[src/rtl/x_simprim_pkg.sv]
// Shared definitions for the simprim serial cells: FSM state encoding,
// parameter legality and counter sizing.
`timescale 1ps/1ps
package x_simprim_pkg;

  typedef enum logic {
    COLLECT = 1'b0,
    HOLD    = 1'b1
  } state_t;

  function automatic bit width_ok(input int w);
    return (w >= 2) && (w <= 64);
  endfunction

  // Bits needed to count 0..w-1; never less than one.
  function automatic int cnt_w(input int w);
    int r;
    r = 1;
    for (int k = 1; k <= 7; k++)
      if ((1 << k) < w) r = k + 1;
    return r;
  endfunction

endpackage

[src/rtl/x_and16_ser_cnt.sv]
// Mod-WIDTH bit counter with enable, synchronous clear and terminal count.
`timescale 1ps/1ps
module x_and16_ser_cnt
  import x_simprim_pkg::*;
#(
  parameter int WIDTH = 16,
  localparam int CW = cnt_w(WIDTH)
) (
  input  logic          clk,
  input  logic          clr,
  input  logic          en,
  output logic [CW-1:0] cnt,
  output logic          tc
);

  assign tc = (cnt == CW'(WIDTH - 1));

  // Wrap is forced at terminal count so non-power-of-2 widths never overrun.
  always_ff @(posedge clk) begin
    if (clr)     cnt <= '0;
    else if (en) cnt <= tc ? '0 : cnt + CW'(1);
  end

endmodule

[src/rtl/x_and16_ser.sv]
// Bit-serial wide-AND evaluator and deserializer: WIDTH accepted bits,
// LSB first, yield the AND-reduction and the captured word.
`timescale 1ps/1ps
`celldefine
module x_and16_ser
  import x_simprim_pkg::*;
#(
  parameter int WIDTH = 16
) (
  input  logic             CLK,
  input  logic             RST,
  input  logic             CE,
  input  logic             I,
  input  logic             I_VLD,
  output logic             I_RDY,
  output logic             O,
  output logic [WIDTH-1:0] O_VEC,
  output logic             O_VLD,
  input  logic             O_RDY
);

  localparam int CW = cnt_w(WIDTH);

  generate
    if (!width_ok(WIDTH)) begin : g_bad_width
      $error("x_and16_ser: WIDTH must be in 2..64");
    end
  endgenerate

  state_t           state;
  logic             acc;
  logic [WIDTH-1:0] vec;
  logic [CW-1:0]    cnt;
  logic             tc;
  logic             in_xfer;
  logic             out_xfer;

  assign I_RDY    = (state == COLLECT) & CE & ~RST;
  assign O_VLD    = (state == HOLD) & CE & ~RST;
  assign in_xfer  = I_VLD & I_RDY;
  assign out_xfer = O_VLD & O_RDY;

  x_and16_ser_cnt #(.WIDTH(WIDTH)) u_cnt (
    .clk (CLK),
    .clr (RST),
    .en  (in_xfer),
    .cnt (cnt),
    .tc  (tc)
  );

  // vec is cleared per word, so OR-ing the new bit into place is a write.
  always_ff @(posedge CLK) begin
    if (RST) begin
      state <= COLLECT;
      acc   <= 1'b1;
      vec   <= '0;
      O     <= 1'b0;
      O_VEC <= '0;
    end else begin
      case (state)
        COLLECT: if (in_xfer) begin
          if (tc) begin
            O     <= acc & I;
            O_VEC <= {I, vec[WIDTH-2:0]};
            acc   <= 1'b1;
            vec   <= '0;
            state <= HOLD;
          end else begin
            vec <= vec | (WIDTH'(I) << cnt);
            acc <= acc & I;
          end
        end
        HOLD: if (out_xfer) state <= COLLECT;
        default: state <= COLLECT;
      endcase
    end
  end

endmodule
`endcelldefine

[config.mk]
export PLATFORM = sky130hd
export DESIGN_NAME = x_and16_ser
export DESIGN_NICKNAME = d
export VERILOG_FILES = /design/src/rtl/x_simprim_pkg.sv /design/src/rtl/x_and16_ser_cnt.sv /design/src/rtl/x_and16_ser.sv
export SDC_FILE = /design/constraint.sdc
export NUM_CORES = 1
export LEC_CHECK = 0
export BUFFER_PORTS_ARGS = -buffer_cell sky130_fd_sc_hd__buf_2
export CAP_MARGIN = 20
export CORE_MARGIN = 8
export CORE_UTILIZATION = 42
export CTS_CLUSTER_SIZE = 25
export DETAILED_ROUTE_END_ITERATION = 16
export PLACE_DENSITY = 0.77
export SYNTH_ARGS = -nofsm -noshare
export SYNTH_HDL_FRONTEND = slang
export SYNTH_SLANG_ARGS = --single-unit
export TNS_END_PERCENT = 30
[constraint.sdc]
create_clock -name CLK -period 1.6 [get_ports CLK]
set_clock_uncertainty 0.15 [all_clocks]
set_input_delay 0.32 -clock CLK [delete_from_list [all_inputs] [get_ports CLK]]
set_output_delay 0.32 -clock CLK [all_outputs]
set_load 0.1 [all_outputs]
; ---- After elaboration in Yosys (flattened, before gate mapping)
; Cells that the tools add are included.
; Widths: inputs -> output; s select.
[word_totals]
register_bits = 39
in_bits = 6
output_inout_bits = 19
wordCells = 28
[classes]
addsub = 1
eq_ne = 1
n_shift = 1
muxes = 7
bitwise_logic = 10
n_reduce_logical = 2
[ops]
columns = cell, count
row1 = $mux 16, 1
row2 = $or 16x16->16, 1
row3 = $shl 1x4->16, 1
row4 = $and 1x1->1, 7
row5 = $add 4x1->4 const B, 1
row6 = $eq 4x4->1 const B, 1
row7 = $mux 1, 4
row8 = $mux 4, 1
row9 = $reduce_and 3->1, 1
row10 = $not 1->1, 2
row11 = $pmux 1 s2, 1
row12 = $reduce_and 2->1, 1

; ---- Depth between registers and ports, before layout
; Gate-level depths: netlist of the first run.
[depth]
depth_word = 6
mapped_depth = 6
depth_no_buf = 4

; ---- By module
; From an unflattened synthesis of the first run, not the netlist that was laid out.
[hier_totals]
cells_unflattened = 165
hier_area_um2 = 1544.0
[by_module_without_submodules]
columns = mod, instances, cells_per_inst, area_each_um2, seq_area_each_um2
row1 = x_and16_ser, 1, 146, 1367.6, 680.7
row2 = x_and16_ser_cnt, 1, 19, 176.4, 80.1

; ---- Worst setup path after synthesis of the first run
; Ideal clock, no wire load.
[synth_path]
path_kind = input-to-output
from = input port RST
to = output port I_RDY
arrival_ps = 2739
required_ps = 1130
slack_ps = -1609
stages = 2
path_buffers = 1
path_cell_list = clkbuf_1 -> nor3b_1
[synth_between]
elab_chain_cells = 2
[synth_rtl]
columns = element, line
row1 = from (decl), x_and16_ser.sv:11  ; input logic RST,
row2 = $not 1->1, x_and16_ser.sv:38  ; assign I_RDY = (state == COLLECT) & CE & ~RST;
row3 = $and 1x1->1, x_and16_ser.sv:38
row4 = to (decl), x_and16_ser.sv:15  ; output logic I_RDY,
; Every way passes these cells.

; ---- Worst setup path after layout of the first run
[layout_path]
from = register state
to = output port O_VLD
[layout_between]
elab_chain_cells = 2
[layout_rtl]
columns = element, line
row1 = from (decl), x_and16_ser.sv:30  ; state_t state;
row2 = from (signal assigned), x_and16_ser.sv:54  ; state <= COLLECT;
row3 = from (signal assigned), x_and16_ser.sv:67  ; state <= HOLD;
row4 = from (signal assigned), x_and16_ser.sv:73  ; HOLD: if (out_xfer) state <= COLLECT;
row5 = $and 1x1->1 (2 in a row), x_and16_ser.sv:39  ; assign O_VLD = (state == HOLD) & CE & ~RST;
row6 = to (decl), x_and16_ser.sv:18  ; output logic O_VLD,
; Every way passes these cells.

==> key figures, run 1 <==
CTS
  • Num CTS Buffers: 5
  • Post-CTS Hold Fix Bufs: 0
  • CTS tree: built
  • CTS root buf: clkbuf_8
  • Clk sinks: 38
  • Clock Pin Slew Worst Setup and Hold Paths: 0.08 ns
  • H-tree levels: 2
  • Clk Latency, worst-skew pair: 0.29 ns
  • Clock buffer depth: 2

Die
  • Full die area: 0.00596 mm^2
  • Core box area: 0.00363 mm^2
  • Top-level I/O count: 25
  • Cell row count: 22
  • DIE HEIGHT: 77.2 um
  • Initial Util: 43.3%
  • Die X: 77.2 um

Yosys
  • Post-synthesis sequential area ratio: 48.4%
  • Net count after synthesis: 179
  • Mux cell area share after synthesis: 0.955%
  • Synthesized flop and latch total: 38
  • Count leader, synth: dfxtp_1
  • Adder-Cell Fraction of Synth Area: 0.796%
  • Synth Area in Compound Gates: 19.3%
  • Post-synthesis cell type count: 30
  • Yosys warnings: 0
  • Main combinational cell family by area after synthesis: simple AND/OR/NAND/NOR gates
  • Post-Synthesis Cells: 172
  • Syn Area/Cell: 9.14 um^2
  • Synth area leaders: dfxtp_1, a21oi_1, o21ai_0, a31oi_1, nand4_1
  • Predominant post-synthesis flop cell: dfxtp_1
  • EDFF count, synth: 0
  • Area leader, netlist: dfxtp_1
  • Simple-gate area share of the yosys netlist: 23.1%
  • Synthesized area: 0.00157 mm^2
  • XOR/XNOR Fraction of Synth Area: 0.557%
  • Post-synth ARST share: 0%
  • Most common library cells after synthesis: dfxtp_1, a21oi_1, o21ai_0
  • Top-area cell type share of the netlist area: 48.4%

Placement
  • DP HPWL: 2510 um
  • Dpl ws: 0.0396 ns
  • Port Buffers: 24
  • RePlAce Congestion: 0.784
  • Placed cell area: 0.00181 mm^2

GRT
  • Grt ovf: 0
  • Antenna violations before repair: 0
  • Largest net degree at the start of global routing: 32
  • Gr usage total: 13.1%
  • Vias in the first global route: 1377
  • First-pass GRT wire length: 6470 um

Timing
  • Setup tns final: 0 ns
  • Fin crit period: 1.56 ns
  • Slew HR: 65.7%
  • Count of final setup violators: 0
  • Setup WS post-layout: 0.0442 ns
  • Pin slew with the least headroom to its limit: 0.513 ns
  • Final hold violations: 0
  • Max Freq: 0.643 GHz
  • Slew Viols, Final: 0
  • Fin crit share: 97.2%

Finish
  • ANT cells: 0
  • Nets: 206
  • Finished Cell Area: 0.00197 mm^2
  • Area growth syn-to-layout: 25.1%
  • Layout cell share with drive strength beyond 1: 26.5%

Detailed routing
  • Via Count: 1387
  • Number of remaining DRC errors: 0
  • Pre-antenna DRT Iters: 4
  • WL final: 3810 um
  • Vias/cell: 5.59
  • DRT iter0 DRCs: 129
  • Final ANT Viol Nets: 0
  • WL/cell: 15.3 um

Worst setup path
  • WP data arrival: 1.09 ns
  • Crit Path Class: register to output pin
  • CP Capture Type: output pin
  • CP Launch Type: register
  • Worst-path fanout max: 5
  • CP required: 1.13 ns

Outcome
  • Status: completed

Power
  • Peak VDD IR: 0.315 mV
  • Leakage dissipation: 0.000759 uW
  • Power Dens Cells: 1040 mW/mm^2

Hold path
  • Worst Hold Class: primary input to register

Job
  • Max Cap Viol: 0
-- stage by stage --
step / total power, uW / hold WS, ns / cells / utilization, %
2_1_floorplan: 1050 / 0.286 / 172 / -
3_3_place_gp: 1080 / 0.298 / 240 / 49.7
3_5_place_dp: 1080 / 0.308 / 240 / 49.7
4_1_cts: 2060 / 0.160 / 248 / 53.5
5_1_grt: 2110 / 0.190 / 248 / 54.1
6_report: 2050 / 0.158 / 248 / 54.1
-- flip-flops by register name, summed over array words and instances (netlist names) --
register / flops
u_cnt.cnt: 4
vec: 15
acc: 1
O: 1
state: 1
O_VEC: 16
-- critical path, cell delays in order (launching register included) --
cell     delay [ns]
dfxtp_2        0.38
and3b_1        0.22
buf_12         0.19
-- worst paths after layout --
check / start / end / slack [ns] / depth (start not counted)
setup / recovery: state / O_VLD / 0.04 / 2
hold / removal: O_RDY / state / 0.16 / 4
setup reg to reg: u_cnt.cnt[1] / u_cnt.cnt[2] / 0.07 / 5
hold reg to reg: O_VEC[11] / O_VEC[11] / 0.32 / 2
-- timing repair --
item	in CTS	in global routing
resized for setup	1	4
endpoints found under the setup margin	1	13
buffers inserted	0	0
endpoints found under the hold margin	0	0
-- routing by layer --
layer / routed length [um] / share of wire [%] / global-route usage, %
met1: 1680 / 44 / 15.7
met2: 1870 / 49 / 21.2
met4: 28 / 0.74 / 4.15
met3: 222 / 5.8 / 4.78
met5: 0 / 0 / 0
-- final cells by class --
cell class / count / area (um^2)
fill: 350 / 1670
sequential: 38 / 763
multi-input combinational: 116 / 733
timing repair buffer: 36 / 265
clock buffer: 5 / 68.8
clock inverter: 3 / 68.8
tap: 48 / 60.1
inverter: 2 / 7.51
-- power breakdown --
group          switching, uW  internal (uW)  total, uW
registers               4.11            949        953
logic                   68.3           44.5        113
clock network            361            625        985
-- kinds of logic (layout without fill, tap and decap cells) --
kind of cell    after synthesis  count (layout)
compound gates               54              54
xor+xnor                      1               1
fa+ha+maj                     1               1
buf+inv                      18              46
flops                        38              38
mux                           1               1
simple gates                 59              59
-- cell usage in the layout (no fill, tap or decap), types with 2 or more instances in the layout --
| master | n |
|---|---|
| a31oi_1 | 15 |
| buf_2 | 22 |
| nor2b_1 | 3 |
| and3b_1 | 3 |
| a21oi_1 | 19 |
| inv_1 | 2 |
| buf_12 | 4 |
| o21ai_0 | 19 |
| nand4_1 | 15 |
| nand2_1 | 5 |
| nor2_1 | 17 |
| and2_1 | 2 |
| clkbuf_8 | 5 |
| or3_1 | 3 |
| dfxtp_1 | 36 |
| bufinv_16 | 2 |
| dfxtp_2 | 2 |
| buf_4 | 10 |
No activity file was read; power rests on OpenSTA's default activity.
==> run 2, diff against run 1 <==
==> constraint.sdc (replaced) <==
create_clock -name CLK -period 1.6 [get_ports CLK]
set_clock_uncertainty 0.15 [all_clocks]
set_input_delay 0.32 -clock CLK [delete_from_list [all_inputs] [get_ports CLK]]
set_output_delay 0.32 -clock CLK [all_outputs]
set_load 0.01 [all_outputs]
==> run 2 against run 1 <==
First-iteration DRC count grew 12%. Worst hold slack lost 0.015 ns. Fmax grew 6.4%. Wire length shrank 5.3%. Cell count grew 0.81%. Global-route usage shrank 0.93 points. Cell area shrank 4.8%. Combinational power shrank 19%. Critical path depth grew 2. Clock power shrank 32%. Largest cell class unchanged.
==> key figures, run 2 (same netlist as run 1, synthesis figures left out) <==
Detailed routing
  • Via Count: 1372 (was 1387)
  • Pre-antenna DRT Iters: 4 (unchanged)
  • WL/cell: 14.4 um (was 15.3 um)
  • Vias/cell: 5.49 (was 5.59)
  • Final ANT Viol Nets: 0 (unchanged)
  • Number of remaining DRC errors: 0 (unchanged)
  • WL final: 3600 um (was 3810 um)
  • DRT iter0 DRCs: 144 (was 129)

Timing
  • Slew HR: 71.9% (was 65.7%)
  • Pin slew with the least headroom to its limit: 0.416 ns (was 0.513 ns)
  • Count of final setup violators: 0 (unchanged)
  • RSZ-0062 raised after global routing: no
  • Fin crit period: 1.46 ns (was 1.56 ns)
  • Final hold violations: 0 (unchanged)
  • Fin crit share: 91.4% (was 97.2%)
  • Setup tns final: 0 ns (unchanged)
  • Slew Viols, Final: 0 (unchanged)
  • Max Freq: 0.684 GHz (was 0.643 GHz)

CTS
  • CTS root buf: clkbuf_8 (unchanged)
  • Post-CTS setup buffers: 0 (unchanged)
  • Post-CTS Resized: 0 (was 1)
  • Clock Pin Slew Worst Setup and Hold Paths: 0.07 ns (was 0.08 ns)
  • Post-CTS Hold Fix Bufs: 0 (unchanged)
  • CTS tree: built (unchanged)
  • Clk sinks: 38 (unchanged)
  • Clk Latency, worst-skew pair: 0.30 ns (was 0.29 ns)
  • H-tree levels: 2 (unchanged)
  • Clock buffer depth: 2 (unchanged)
  • Num CTS Buffers: 5 (unchanged)

Worst setup path
  • Worst reg2reg startpoint: u_cnt.cnt[0] (was u_cnt.cnt[1])
  • Crit Path Class: primary input to output pin (was register to output pin)
  • CP required: 1.13 ns (about the same)
  • CP Capture Type: output pin (unchanged)
  • Setup crit start: RST (was state)
  • CP Launch Type: primary input (was register)
  • Worst-path fanout max: 17 (was 5)
  • WP data arrival: 0.99 ns (was 1.09 ns)

Die
  • Full die area: 0.00596 mm^2 (unchanged)
  • Initial Util: 43.3% (unchanged)
  • Die X: 77.2 um (unchanged)
  • Top-level I/O count: 25 (unchanged)
  • Cell row count: 22 (unchanged)
  • Core box area: 0.00363 mm^2 (unchanged)
  • DIE HEIGHT: 77.2 um (unchanged)

Placement
  • Placed cell area: 0.00178 mm^2 (was 0.00181 mm^2)
  • RePlAce Congestion: 0.829 (was 0.784)
  • DP HPWL: 2510 um (about the same)
  • Port Buffers: 24 (unchanged)

GRT
  • Antenna violations before repair: 0 (unchanged)
  • First-pass GRT wire length: 6000 um (was 6470 um)
  • Vias in the first global route: 1296 (was 1377)
  • Grt ovf: 0 (unchanged)
  • Gr usage total: 12.2% (was 13.1%)
  • Largest net degree at the start of global routing: 33 (was 32)

Finish
  • ANT cells: 0 (unchanged)
  • Biggest register: O_VEC (unchanged)
  • Max FFs per register: 16 (unchanged)
  • Layout cell share with drive strength beyond 1: 24.8% (was 26.5%)
  • Finished Cell Area: 0.00187 mm^2 (was 0.00197 mm^2)
  • Commonest non-fill, non-tap cells in the layout: dfxtp_1, buf_2, o21ai_0, a21oi_1, nor2_1 (unchanged)
  • Nets: 208 (was 206)
  • Commonest non-fill, non-tap cell in the layout: dfxtp_1 (unchanged)
  • Area growth syn-to-layout: 19.0% (was 25.1%)
  • Top flop regs: O_VEC: 16 flops, vec: 15 flops, u_cnt.cnt: 4 flops (unchanged)

Power
  • Power Dens Cells: 918 mW/mm^2 (was 1040 mW/mm^2)
  • Peak VDD IR: 0.334 mV (was 0.315 mV)
  • Leakage dissipation: 0.000741 uW (was 0.000759 uW)

Hold path
  • Hold Startpoint: O_RDY (unchanged)
  • Worst Hold Class: primary input to register (unchanged)

Outcome
  • Status: completed (unchanged)

Job
  • Max Cap Viol: 0 (unchanged)
## run 2: per-stage QoR
step                std cells  util [%]  hold WS, ns  total power [uW]  worst slack (ns)
finish                    250      51.5        0.143              1720             0.138
global route              250      51.5        0.172              1770            0.0187
CTS                       250      51.5        0.138              1730             0.123
detailed placement        242      49.0        0.304              1060            0.0914
global placement          242      49.0        0.301              1060             0.135
floorplan                 172         -        0.286              1030           0.00187
## run 2: worst paths after layout
| path | end | slack, ns | cells past startpoint |
|---|---|---|---|
| setup / recovery | I_RDY | 0.14 | 4 |
| hold / removal | state | 0.14 | 4 |
| setup reg to reg | O | 0.14 | 4 |
| hold reg to reg | O_VEC[4] | 0.32 | 2 |
## run 2: worst max-delay path: stages
cell	delay, ns
buf_2	0.13
buf_4	0.20
nor3b_1	0.19
buf_2	0.16
## run 2: final cells by class
cell class	instances	area, um^2
well taps	48	60.1
inverters	2	7.51
flip-flops and latches	38	761
multi-input cells	116	702
repair buffers	38	250
fillers	344	1760
clock inverters	1	5.00
clock buffers	7	86.3
## run 2: power by group
part	leakage [uW]	internal [uW]	switching, uW
registers	0.000306	950	2.37
logic	0.000386	37.4	54.6
clock network	0.0000482	347	327
## run 2: per-layer routing
| layer | part of all wire [%] | track usage (%) | vias up | routed length [um] |
|---|---|---|---|---|
| met2 | 48 | 20.7 | 40 | 1730 |
| met1 | 44 | 13.0 | 644 | 1580 |
| met3 | 6.2 | 4.20 | 6 | 222 |
| met4 | 2.0 | 6.42 | 0 | 73 |
| li1 | - | - | 682 | - |
| met5 | 0 | 0 | - | 0 |
